### src/rtl/or_pool_accumulator.sv
// Pools GROUP_LEN serial pixel bits into one thresholded bit plus its set-bit count.
// A one-deep output register with valid/ready on both sides gives one pixel per cycle.
module or_pool_accumulator #(
  parameter int GROUP_LEN = 5,
  parameter int CNT_W     = 3,
  parameter int THRESHOLD = 1
) (
  input  logic             Clock,
  input  logic             Reset,
  input  logic             In_Valid,
  output logic             In_Ready,
  input  logic             In_Bit,
  input  logic             In_Last,
  output logic             Out_Valid,
  input  logic             Out_Ready,
  output logic             Out_Bit,
  output logic [CNT_W-1:0] Out_Count,
  output logic             Out_Last
);

  localparam logic [CNT_W-1:0] LAST_IDX = CNT_W'(GROUP_LEN - 1);
  localparam logic [CNT_W-1:0] THRESH   = CNT_W'(THRESHOLD);

  function automatic logic pool_bit(input logic [CNT_W-1:0] count);
    return count >= THRESH;
  endfunction

  logic [CNT_W-1:0] idx_p0;
  logic [CNT_W-1:0] ones_p0;
  logic [CNT_W-1:0] sum_p0;
  logic             acc_p0;
  logic             done_p0;

  logic             vld_p1;
  logic             bit_p1;
  logic             last_p1;
  logic [CNT_W-1:0] count_p1;

  assign In_Ready = ~Reset & (~vld_p1 | Out_Ready);
  assign acc_p0   = In_Valid & In_Ready;
  assign done_p0  = acc_p0 & ((idx_p0 == LAST_IDX) | In_Last);
  assign sum_p0   = ones_p0 + {{(CNT_W-1){1'b0}}, In_Bit};

  // Stage p0: group accumulation (pixel index and running ones count)
  always_ff @(posedge Clock) begin
    if (Reset) begin
      idx_p0  <= '0;
      ones_p0 <= '0;
    end else if (done_p0) begin
      idx_p0  <= '0;
      ones_p0 <= '0;
    end else if (acc_p0) begin
      idx_p0  <= idx_p0 + 1'b1;
      ones_p0 <= sum_p0;
    end
  end

  // Stage p1: output register; a completion reloads it even while it is being drained
  always_ff @(posedge Clock) begin
    if (Reset) begin
      vld_p1   <= 1'b0;
      bit_p1   <= 1'b0;
      count_p1 <= '0;
      last_p1  <= 1'b0;
    end else if (done_p0) begin
      vld_p1   <= 1'b1;
      bit_p1   <= pool_bit(sum_p0);
      count_p1 <= sum_p0;
      last_p1  <= In_Last;
    end else if (vld_p1 && Out_Ready) begin
      vld_p1   <= 1'b0;
    end
  end

  assign Out_Valid = vld_p1;
  assign Out_Bit   = bit_p1;
  assign Out_Count = count_p1;
  assign Out_Last  = last_p1;

endmodule

### config.mk
export PLATFORM = sky130hd
export DESIGN_NAME = or_pool_accumulator
export DESIGN_NICKNAME = d
export VERILOG_FILES = /design/src/rtl/or_pool_accumulator.sv
export SDC_FILE = /design/constraint.sdc
export NUM_CORES = 1
export LEC_CHECK = 0
export ABC_CLOCK_PERIOD_IN_PS = 2050
export BUFFER_PORTS_ARGS = -buffer_cell sky130_fd_sc_hd__buf_2
export CORE_MARGIN = 3
export CORE_UTILIZATION = 25
export CTS_CLUSTER_SIZE = 24
export DETAILED_ROUTE_END_ITERATION = 8
export PLACE_DENSITY = 0.48
export SYNTH_ARGS = -nofsm -noshare
export SYNTH_HDL_FRONTEND = slang
export SYNTH_SLANG_ARGS = --single-unit
### constraint.sdc
create_clock -name Clock -period 2.05 [get_ports Clock]
set_input_delay 0.41 -clock Clock [delete_from_list [all_inputs] [get_ports Clock]]
set_output_delay 0.41 -clock Clock [all_outputs]
set_load 0.01 [all_outputs]
=== Yosys cells after proc, flatten, opt, wreduce, memory -nomap -nowiden ===
Index checks and enable logic that the tools add are counted.

* $add $sub $neg: 2
* Reductions and logical operators: 3
* Mux-type cells: 2
* Bitwise logic cells: 7
* Equal/unequal tests: 1
* Magnitude comparators: 1

{| class="wikitable"
|+ Operators with widths
! cell !! number
|-
| 3-bit by 1-bit adder with 3-bit output || 1
|-
| 3-bit by 1-bit adder with 3-bit output, second input constant || 1
|-
| 1-bit AND || 3
|-
| 3-bit == test, second input constant || 1
|-
| 3-bit by 1-bit greater-or-equal comparator with 1-bit output, second input constant || 1
|-
| 1-bit two-way mux || 2
|-
| 1-bit NOT || 2
|-
| 1-bit bitwise OR || 2
|-
| 2-bit nonzero test || 1
|-
| 2-bit OR reduction || 1
|-
| 1-bit logical AND || 1
|}

* Output and inout port bits: 7
* Bits in registers: 12
* Logic and storage cells: 22
* Bits of input ports: 6

=== Longest topological paths before layout ===
Gate-level depths: netlist of the first run.

* Word-level depth: 6
* Gate-level depth with buffers: 5
* Depth with buffers taken out: 5

=== Least setup slack after synthesis of the first run ===
OpenSTA, ideal clock, no wires.

* Path type: input -> register
* Start: input In_Bit
* End: register bit_p1 (netlist: Out_Bit)
* Data required time: 1.964 ns
* Setup slack: 0.765 ns
* Library setup time: 0.086 ns
* Stages on the path: 5
* Data arrival time: 1.199 ns
* Buffers on the path: 0
* Cells stage by stage: ha_1 ha_1 xor2_1 nor3_1 a211oi_1

* Longest elaborated chain between the ends: 2

{| class="wikitable"
|+ Ends and longest elaborated chain
! what !! line !! RTL
|-
| start: declaration || 12 || <nowiki>input logic In_Bit,</nowiki>
|-
| 3-bit by 1-bit adder with 3-bit output || 42 || <nowiki>assign sum_p0 = ones_p0 + {{(CNT_W-1){1'b0}}, In_Bit};</nowiki>
|-
| 3-bit by 1-bit greater-or-equal comparator with 1-bit output || 25 || <nowiki>return count >= THRESH;</nowiki>
|-
| end signal: assignment || 67 || <nowiki>bit_p1 <= pool_bit(sum_p0);</nowiki>
|-
| end: declaration || 35 || <nowiki>logic bit_p1;</nowiki>
|}

Every way passes these cells.
A chain may end at the register's enable or synchronous reset.

=== Worst setup path after layout of the first run ===
* Start: register vld_p1 (netlist: Out_Valid)
* End: output In_Ready

* Longest elaborated chain between the ends: 3

{| class="wikitable"
|+ Ends and longest elaborated chain
! what !! line !! RTL
|-
| start: declaration || 34 || <nowiki>logic vld_p1;</nowiki>
|-
| start signal: assignment || 61 || <nowiki>vld_p1 <= 1'b0;</nowiki>
|-
| start signal: assignment || 66 || <nowiki>vld_p1 <= 1'b1;</nowiki>
|-
| start signal: assignment || 71 || <nowiki>vld_p1 <= 1'b0;</nowiki>
|-
| 1-bit NOT || 39 || <nowiki>assign In_Ready = ~Reset & (~vld_p1 | Out_Ready);</nowiki>
|-
| 1-bit bitwise OR || 39 ||
|-
| 1-bit AND || 39 ||
|-
| end: declaration || 11 || <nowiki>output logic In_Ready,</nowiki>
|}

Every way passes these cells.

==> results_dict.tcl, run 1 <==
set metrics [dict create \
    die_w_um 56.1 \
    io_buffer_count 12 \
    synth-async-reset-ratio 0 \
    start_util 0.273 \
    synth_top_area_cell "dfxtp_1" \
    cp_top_family "flip-flops" \
    synth_seq_cells 12 \
    tns_ns 0 \
    fin_skew_ns 0.00193 \
    min_from "In_Last" \
    path_class "register to primary output" \
    clock_sinks 12 \
    synth_edf_count 0 \
    drive_gt1_frac 0.256 \
    period_minus_slack_ns 1.45 \
    critPathSlowestCell "dfxtp_1" \
    cpPeakStageDelay_ns 0.32 \
    grt_pass1_vias 524 \
    rsz0062_at_grt "false" \
    synth.distinct_cells 27 \
    drtIter0Drc 14 \
    maxSlewHeadroom 0.694 \
    dr.pass1.iters 4 \
    grt_first_pass_wirelength_um 2340 \
    final_nets 94 \
    vias 570 \
    synthAdderAreaFrac 0.0798 \
    setup_viol 0 \
    hp-class "primary input to register" \
    reg2reg_from "idx_p0[0]$_SDFFE_PP0P_" \
    postCtsSetupRepairBufs 0 \
    cts_tree "yes" \
    seq_area_frac_synth 0.383 \
    core_um2 2300 \
    grt_antenna_before_repair 0 \
    critical_path.max_fanout 3 \
    htreeDepth 1 \
    fin_util 0.315 \
    synth_mux_area_frac 0 \
    startpoint_type "register" \
    area_growth_pct 15.4 \
    clkTransAtPathRegs_ns 0.07 \
    top_level_ports 13 \
    viasPerCell 5.18 \
    routedWlPerCell_um 13.1 \
    clockBufferDepth 2 \
    synth_top_family_by_area "simple AND/OR/NAND/NOR gates" \
    whs_ns 0.430 \
    synthSimpleGateAreaFrac 0.234 \
    holdBufCountCts 0 \
    ant_nets 0 \
    finalHoldViolCount 0 \
    worstMarginPinSlew_ns 0.457 \
    synth_cells 71 \
    rows 17 \
    dp_hpwl_um 1030 \
    synth_compound_area_frac 0.226 \
    ys_warn_count 0 \
    yosys.area.top_type_share 0.383 \
    synthFlopType "dfxtp_1" \
    diodes 0 \
    grt_max_degree 16 \
    drv_slew 0 \
    gp_congestion 0.757 \
    period_share 0.706 \
    path_cells "nor2b_2 -> nor2_1 -> buf_2" \
    cap_violations 0 \
    root_buffer "clkbuf_4" \
    cts_buffers 3 \
    grtUsageTotal 0.0970 \
    fillers 257 \
    end_kind "primary output" \
    cts_resized 0 \
    synth_area_leaders "dfxtp_1 38%, ha_1 8.0%, nand4_1 6.0%" \
    arrival_ns 1.04 \
    cp.required_ns 1.64 \
    fmax_mhz 691 \
    power_density_nw_per_um2 615 \
    synth_xor_area_frac 0.0140 \
    fp.dieH_um 56.1 \
    placed_area_um2 701 \
    syn_area_per_cell_um2 8.83 \
    routed_wl_um 1440 \
    final_area_um2 723 \
    clk_latency_ns 0.27 \
    grt_overflow_total 0 \
    power_leakage_nw 0.286 \
    drc 0 \
    die-area_um2 3140 \
    startpoint "Out_Valid$_SDFFE_PP0P_" \
    postSynthNetCount 81 \
    syn_area_um2 627 \
    vdd_ir_drop_max_mv 0.177 \
    status "completed" \
    path_buf_inv 1 \
]
==> cell usage after synthesis, drive strengths merged (2+ instances only) <==
cell type and n:
nand2b 3, nand3 2, a21oi 8, a31oi 3
nor2b 3, buf 4, o21ai 6, o31ai 2
nor3 4, ha 4, nand4 6, dfxtp 12
nor2 2, inv 3
==> cells in the final DEF (no fill, tap or decap) <==
master     n
nor2b_2    2
xor2_1     1
nor4_1     1
nand4_1    6
dfxtp_1   12
nor3_1     3
a31oi_1    3
ha_1       4
clkbuf_4   3
nor3_2     1
nand2b_1   3
buf_2     12
a21oi_1    7
o31ai_1    2
nor2_1     2
a21oi_2    1
o211ai_1   1
nor2b_1    1
o21ai_1    6
a32o_1     1
nor3b_1    1
a21o_2     1
a211oi_1   1
inv_1      3
or4b_1     1
buf_4      1
nand3_1    2
==> worst reg2reg max path: cells and delay by family (launching register included) <==
family                   cells  cell delay (ns)
AND/OR/NAND/NOR              1             0.15
flip-flops                   1             0.36
adder cells (fa/ha/maj)      1             0.23
buffers and inverters        1             0.07
AO/OA/AOI/OAI                2             0.56
==> through the flow <==
step / cells / power, W / worst slack (ns)
after floorplan: 71 / 0.000288 / 0.765
after global placement: 107 / 0.000307 / 0.522
after detailed placement: 107 / 0.000308 / 0.470
final: 110 / 0.000445 / 0.602
after CTS: 110 / 0.000456 / 0.580
after global routing: 110 / 0.000473 / 0.515
==> layer usage <==
| metal | up-vias | GRT usage | routed length [um] |
|---|---|---|---|
| li1 | 288 | - | - |
| met1 | 270 | 0.111 | 625 |
| met2 | 10 | 0.155 | 740 |
| met3 | 2 | 0.0232 | 59 |
| met4 | 0 | 0.0712 | 16 |
| met5 | - | 0 | 0 |
==> power breakdown <==
part           total [W]  switching, W  leakage [nW]  internal [W]
Combinational  0.0000584     0.0000366         0.175     0.0000218
Sequential      0.000243    0.00000335        0.0975      0.000240
Clock           0.000143     0.0000750        0.0138     0.0000679
Total           0.000445      0.000115         0.286      0.000330
==> cell type report <==
type                       instances  area [um2]  area share
clock buffer                       3        22.5      0.0311
timing repair buffer              13        67.6      0.0934
multi-input combinational         51         347       0.479
tap                               28        35.0      0.0484
inverter                           3        11.3      0.0156
sequential                        12         240       0.332
==> kinds of logic (layout without fill, tap and decap cells) <==
group / after synthesis / count (layout)
AO/OA/AOI/OAI: 23 / 23
XOR/XNOR: 1 / 1
adder cells (fa/ha/maj): 4 / 4
buffers and inverters: 8 / 19
flip-flops: 12 / 12
AND/OR/NAND/NOR: 23 / 23
==> flip-flops by register name, indices dropped and copies added (netlist names) <==
register and flops:
Out_Valid 1, idx_p0 3, ones_p0 3, Out_Count 3
Out_Bit 1, Out_Last 1
==> worst paths after layout <==
check / to / slack [ns] / cells after the start
max reg2reg: idx_p0[0]$_SDFFE_PP0P_ / 0.63 / 5
min reg2reg: Out_Last$_SDFFE_PP0P_ / 0.46 / 2
min: Out_Last$_SDFFE_PP0P_ / 0.43 / 3
max: In_Ready / 0.60 / 3
No activity file was read; power rests on OpenSTA's default activity.
==> run 2, diff against run 1 <==
Settings changed: ABC_CLOCK_PERIOD_IN_PS 2050 to 1300, PLACE_DENSITY 0.48 to 0.49.
Clock period 2.05 ns to 1.3 ns, I/O delays scaled along.
==> results_dict.tcl, run 2 (synthesis results as in run 1) <==
set metrics [dict create \
    htreeDepth 1 \
    root_buffer "clkbuf_4" \
    cts_tree "yes" \
    io_buffer_count 12 \
    worstRegToRegCells 4 \
    grt_pass1_vias 576 \
    finalHoldViolCount 0 \
    cts_buffers 3 \
    start_util 0.273 \
    power_density_nw_per_um2 931 \
    rows 17 \
    routedWlPerCell_um 12.9 \
    reg2reg_from "idx_p0[0]$_SDFFE_PP0P_" \
    drv_slew 0 \
    cap_violations 0 \
    fin_skew_ns 0.00433 \
    diodes 0 \
    grt_max_degree 14 \
    grtUsageTotal 0.106 \
    clock_sinks 12 \
    path_class "register to register" \
    r2r_end "idx_p0[2]$_SDFFE_PP0P_" \
    ff2ff_setup_slack_ns 0.05 \
    grt_overflow_total 0 \
    fmax_mhz 801 \
    clkTransAtPathRegs_ns 0.08 \
    grt_first_pass_wirelength_um 2590 \
    finalWorstSetupSlack_ns 0.0522 \
    fillers 247 \
    min_from "In_Last" \
    drive_gt1_frac 0.463 \
    post-place-ws_ns -0.0157 \
    min_to "Out_Last$_SDFFE_PP0P_" \
    drtIter0Drc 10 \
    vdd_ir_drop_max_mv 0.490 \
    fp.dieH_um 56.1 \
    final_cell_mix "13 x buf_4, 12 x buf_2, 9 x dfxtp_1" \
    final_nets 106 \
    dr.pass1.iters 4 \
    gp_congestion 0.719 \
    final_common_cell "buf_4" \
    maxSlewHeadroom 0.754 \
    arrival_ns 1.46 \
    setup_viol 0 \
    whs_ns 0.283 \
    end_kind "register" \
    critical_path.max_fanout 3 \
    status "completed" \
    area_growth_pct 38.7 \
    drc 0 \
    period_share 0.960 \
    grt_antenna_before_repair 0 \
    routed_wl_um 1580 \
    holdPathStages 3 \
    viasPerCell 4.98 \
    worstMarginPinSlew_ns 0.369 \
    clockBufferDepth 2 \
    die_w_um 56.1 \
    die-area_um2 3140 \
    clk_latency_ns 0.28 \
    top_level_ports 13 \
    dp_hpwl_um 1110 \
    power_leakage_nw 0.350 \
    holdBufCountCts 0 \
    period_minus_slack_ns 1.25 \
    core_um2 2300 \
    ant_nets 0 \
    startpoint_type "register" \
    hp-class "primary input to register" \
    cp.required_ns 1.51 \
    vias 612 \
    rsz0062_at_grt "true" \
]
[run 2: what timing repair did]
item | in CTS | in global routing
buffers inserted | 2 | 1
pin swaps | 1 | 3
endpoints found under the setup margin | 3 | 11
gates resized for setup | 4 | 10
[run 2: cell type report]
| class | instances | area, um2 | share of cell area |
|---|---|---|---|
| Multi-Input combinational cell | 51 | 385 | 0.443 |
| Sequential cell | 12 | 244 | 0.281 |
| Timing Repair Buffer | 25 | 158 | 0.181 |
| Clock buffer | 4 | 36.3 | 0.0417 |
| Tap cell | 28 | 35.0 | 0.0403 |
| Inverter | 3 | 11.3 | 0.0129 |
[run 2: metal layers]
| metal | vias up | global-route usage | share of wire |
|---|---|---|---|
| met5 | - | 0 | 0 |
| met4 | 0 | 0.0407 | 0.0057 |
| met3 | 2 | 0.0441 | 0.049 |
| met2 | 15 | 0.175 | 0.48 |
| met1 | 279 | 0.121 | 0.46 |
| li1 | 316 | - | - |
[run 2: worst max path at each step]
stage	from	to	slack, ns	cells after the start
2_1_floorplan	idx_p0[0]$_SDFFE_PP0P_	idx_p0[2]$_SDFFE_PP0P_	0.06	4
3_3_place_gp	In_Bit	Out_Bit$_SDFFE_PP0P_	-0.02	5
3_5_place_dp	In_Bit	Out_Bit$_SDFFE_PP0P_	-0.02	6
4_1_cts	Out_Valid$_SDFFE_PP0P_	In_Ready	-0.01	4
5_1_grt	idx_p0[0]$_SDFFE_PP0P_	idx_p0[2]$_SDFFE_PP0P_	-0.03	4
6_report	idx_p0[0]$_SDFFE_PP0P_	idx_p0[2]$_SDFFE_PP0P_	0.05	4
[run 2: worst max-delay path, cell delays in order, from the launching register on]
cell and delay (ns):
dfxtp_2 0.35, inv_2 0.05, ha_4 0.16, or4b_1 0.46, a31oi_1 0.16
[run 2: metrics by stage]
step,power (W),cell area [um2],std cells,util,TNS (ns)
global placement,0.000505,776,117,0.338,-0.0370
global route,0.000862,870,123,0.379,-0.0278
finish,0.000810,870,123,0.379,0
floorplan,0.000454,627,71,-,0
detailed placement,0.000505,776,117,0.338,-0.0257
CTS,0.000821,838,123,0.365,-0.0113
[run 2: power by group]
group          internal [W]  total [W]  switching, W
logic             0.0000573   0.000122     0.0000648
clock network      0.000170   0.000303      0.000133
registers          0.000379   0.000385    0.00000586
total              0.000606   0.000810      0.000203
==> run 3, diff against run 2 <==
Settings changed: REMOVE_ABC_BUFFERS set to 1.
==> results_dict.tcl, run 3 (synthesis results as in run 1) <==
set metrics [dict create \
    power_leakage_nw 0.325 \
    clk_latency_ns 0.28 \
    cts_buffers 3 \
    vias 616 \
    power_density_nw_per_um2 904 \
    placed_area_um2 753 \
    grt_overflow_total 0 \
    final_area_um2 816 \
    final_common_cell "buf_2" \
    vdd_ir_drop_max_mv 0.311 \
    core_um2 2300 \
    tns_ns 0 \
    fp.dieH_um 56.1 \
    io_buffer_count 12 \
    clkTransAtPathRegs_ns 0.08 \
    drive_gt1_frac 0.382 \
    cp.required_ns 1.47 \
    grt_first_pass_wirelength_um 2450 \
    setup_viol 0 \
    grt_pass1_vias 575 \
    rsz0062_at_grt "true" \
    dp_hpwl_um 1130 \
    root_buffer "clkbuf_4" \
    rows 17 \
    viasPerCell 5.26 \
    status "completed" \
    die-area_um2 3140 \
    drc 0 \
    fin_skew_ns 0.000327 \
    dr.pass1.iters 4 \
    fin_cells 117 \
    period_share 0.974 \
    die_w_um 56.1 \
    worstMarginPinSlew_ns 0.470 \
    top_level_ports 13 \
    whs_ns 0.287 \
    diodes 0 \
    grt_max_degree 14 \
    htreeDepth 1 \
    grt_antenna_before_repair 0 \
    maxSlewHeadroom 0.687 \
    finalHoldViolCount 0 \
    end_kind "register" \
    path_class "register to register" \
    fillers 249 \
    critical_path.max_fanout 3 \
    start_util 0.273 \
    fmax_mhz 790 \
    period_minus_slack_ns 1.27 \
    gp_congestion 0.718 \
    area_growth_pct 30.1 \
    routed_wl_um 1650 \
    hp-class "primary input to register" \
    ant_nets 0 \
    clockBufferDepth 2 \
    arrival_ns 1.43 \
    final_cell_mix "12 x buf_2, 10 x dfxtp_1, 8 x buf_4" \
    startpoint_type "register" \
    cap_violations 0 \
    clock_sinks 12 \
    grtUsageTotal 0.0989 \
    placed_cells 114 \
    routedWlPerCell_um 14.1 \
    cts_tree "yes" \
    drv_slew 0 \
    final_nets 101 \
    holdBufCountCts 0 \
    drtIter0Drc 7 \
]
run 3: worst paths after layout:
check,from,end,slack [ns],cells past startpoint
setup / recovery,ones_p0[0]$_SDFFE_PP0P_,Out_Count[2]$_SDFFE_PP0P_,0.03,5
hold / removal,In_Last,Out_Last$_SDFFE_PP0P_,0.29,3
hold reg to reg,Out_Last$_SDFFE_PP0P_,Out_Last$_SDFFE_PP0P_,0.48,2
setup reg to reg,ones_p0[0]$_SDFFE_PP0P_,Out_Count[2]$_SDFFE_PP0P_,0.03,5
run 3: per-layer routing:
metal | vias to the layer above | share of wire | track usage | routed length [um]
met2 | 15 | 0.52 | 0.164 | 859
met4 | 0 | 0.018 | 0.0712 | 29
li1 | 300 | - | - | -
met5 | - | 0 | 0 | 0
met3 | 4 | 0.051 | 0.0232 | 84
met1 | 297 | 0.41 | 0.109 | 675
run 3: power breakdown:
group          internal, W  leakage (nW)  total [W]  switching, W
Clock             0.000107        0.0138   0.000237      0.000130
Sequential        0.000378        0.0984   0.000384    0.00000589
Combinational    0.0000508         0.212   0.000116     0.0000652
Total             0.000537         0.325   0.000738      0.000201
run 3: metrics by stage:
stage	worst slack (ns)	utilization	total power (W)
final	0.0342	0.355	0.000738
after global routing	-0.0278	0.355	0.000772
after CTS	0.00731	0.340	0.000725
after detailed placement	-0.0227	0.328	0.000499
after global placement	-0.0125	0.328	0.000499
after floorplan	0.0623	-	0.000445
run 3: what timing repair did:
item | in CTS | in global routing
gates resized for setup | 2 | 7
pin swaps | 1 | 3
endpoints found under the setup margin | 4 | 9
cloned | 0 | 0
buffers inserted | 1 | 0
run 3: worst max-delay path, cell delays in order (launching register included):
cell	delay [ns]
dfxtp_1	0.32
ha_1	0.17
ha_1	0.23
xor2_2	0.17
nor4_1	0.19
nor3_1	0.07
run 3: layout make-up:
cell class | instances | area, um2 | area share
Timing Repair Buffer | 20 | 120 | 0.147
Clock buffer | 3 | 22.5 | 0.0276
Multi-Input combinational cell | 51 | 384 | 0.471
Tap cell | 28 | 35.0 | 0.0429
Inverter | 3 | 11.3 | 0.0138
Sequential cell | 12 | 243 | 0.298
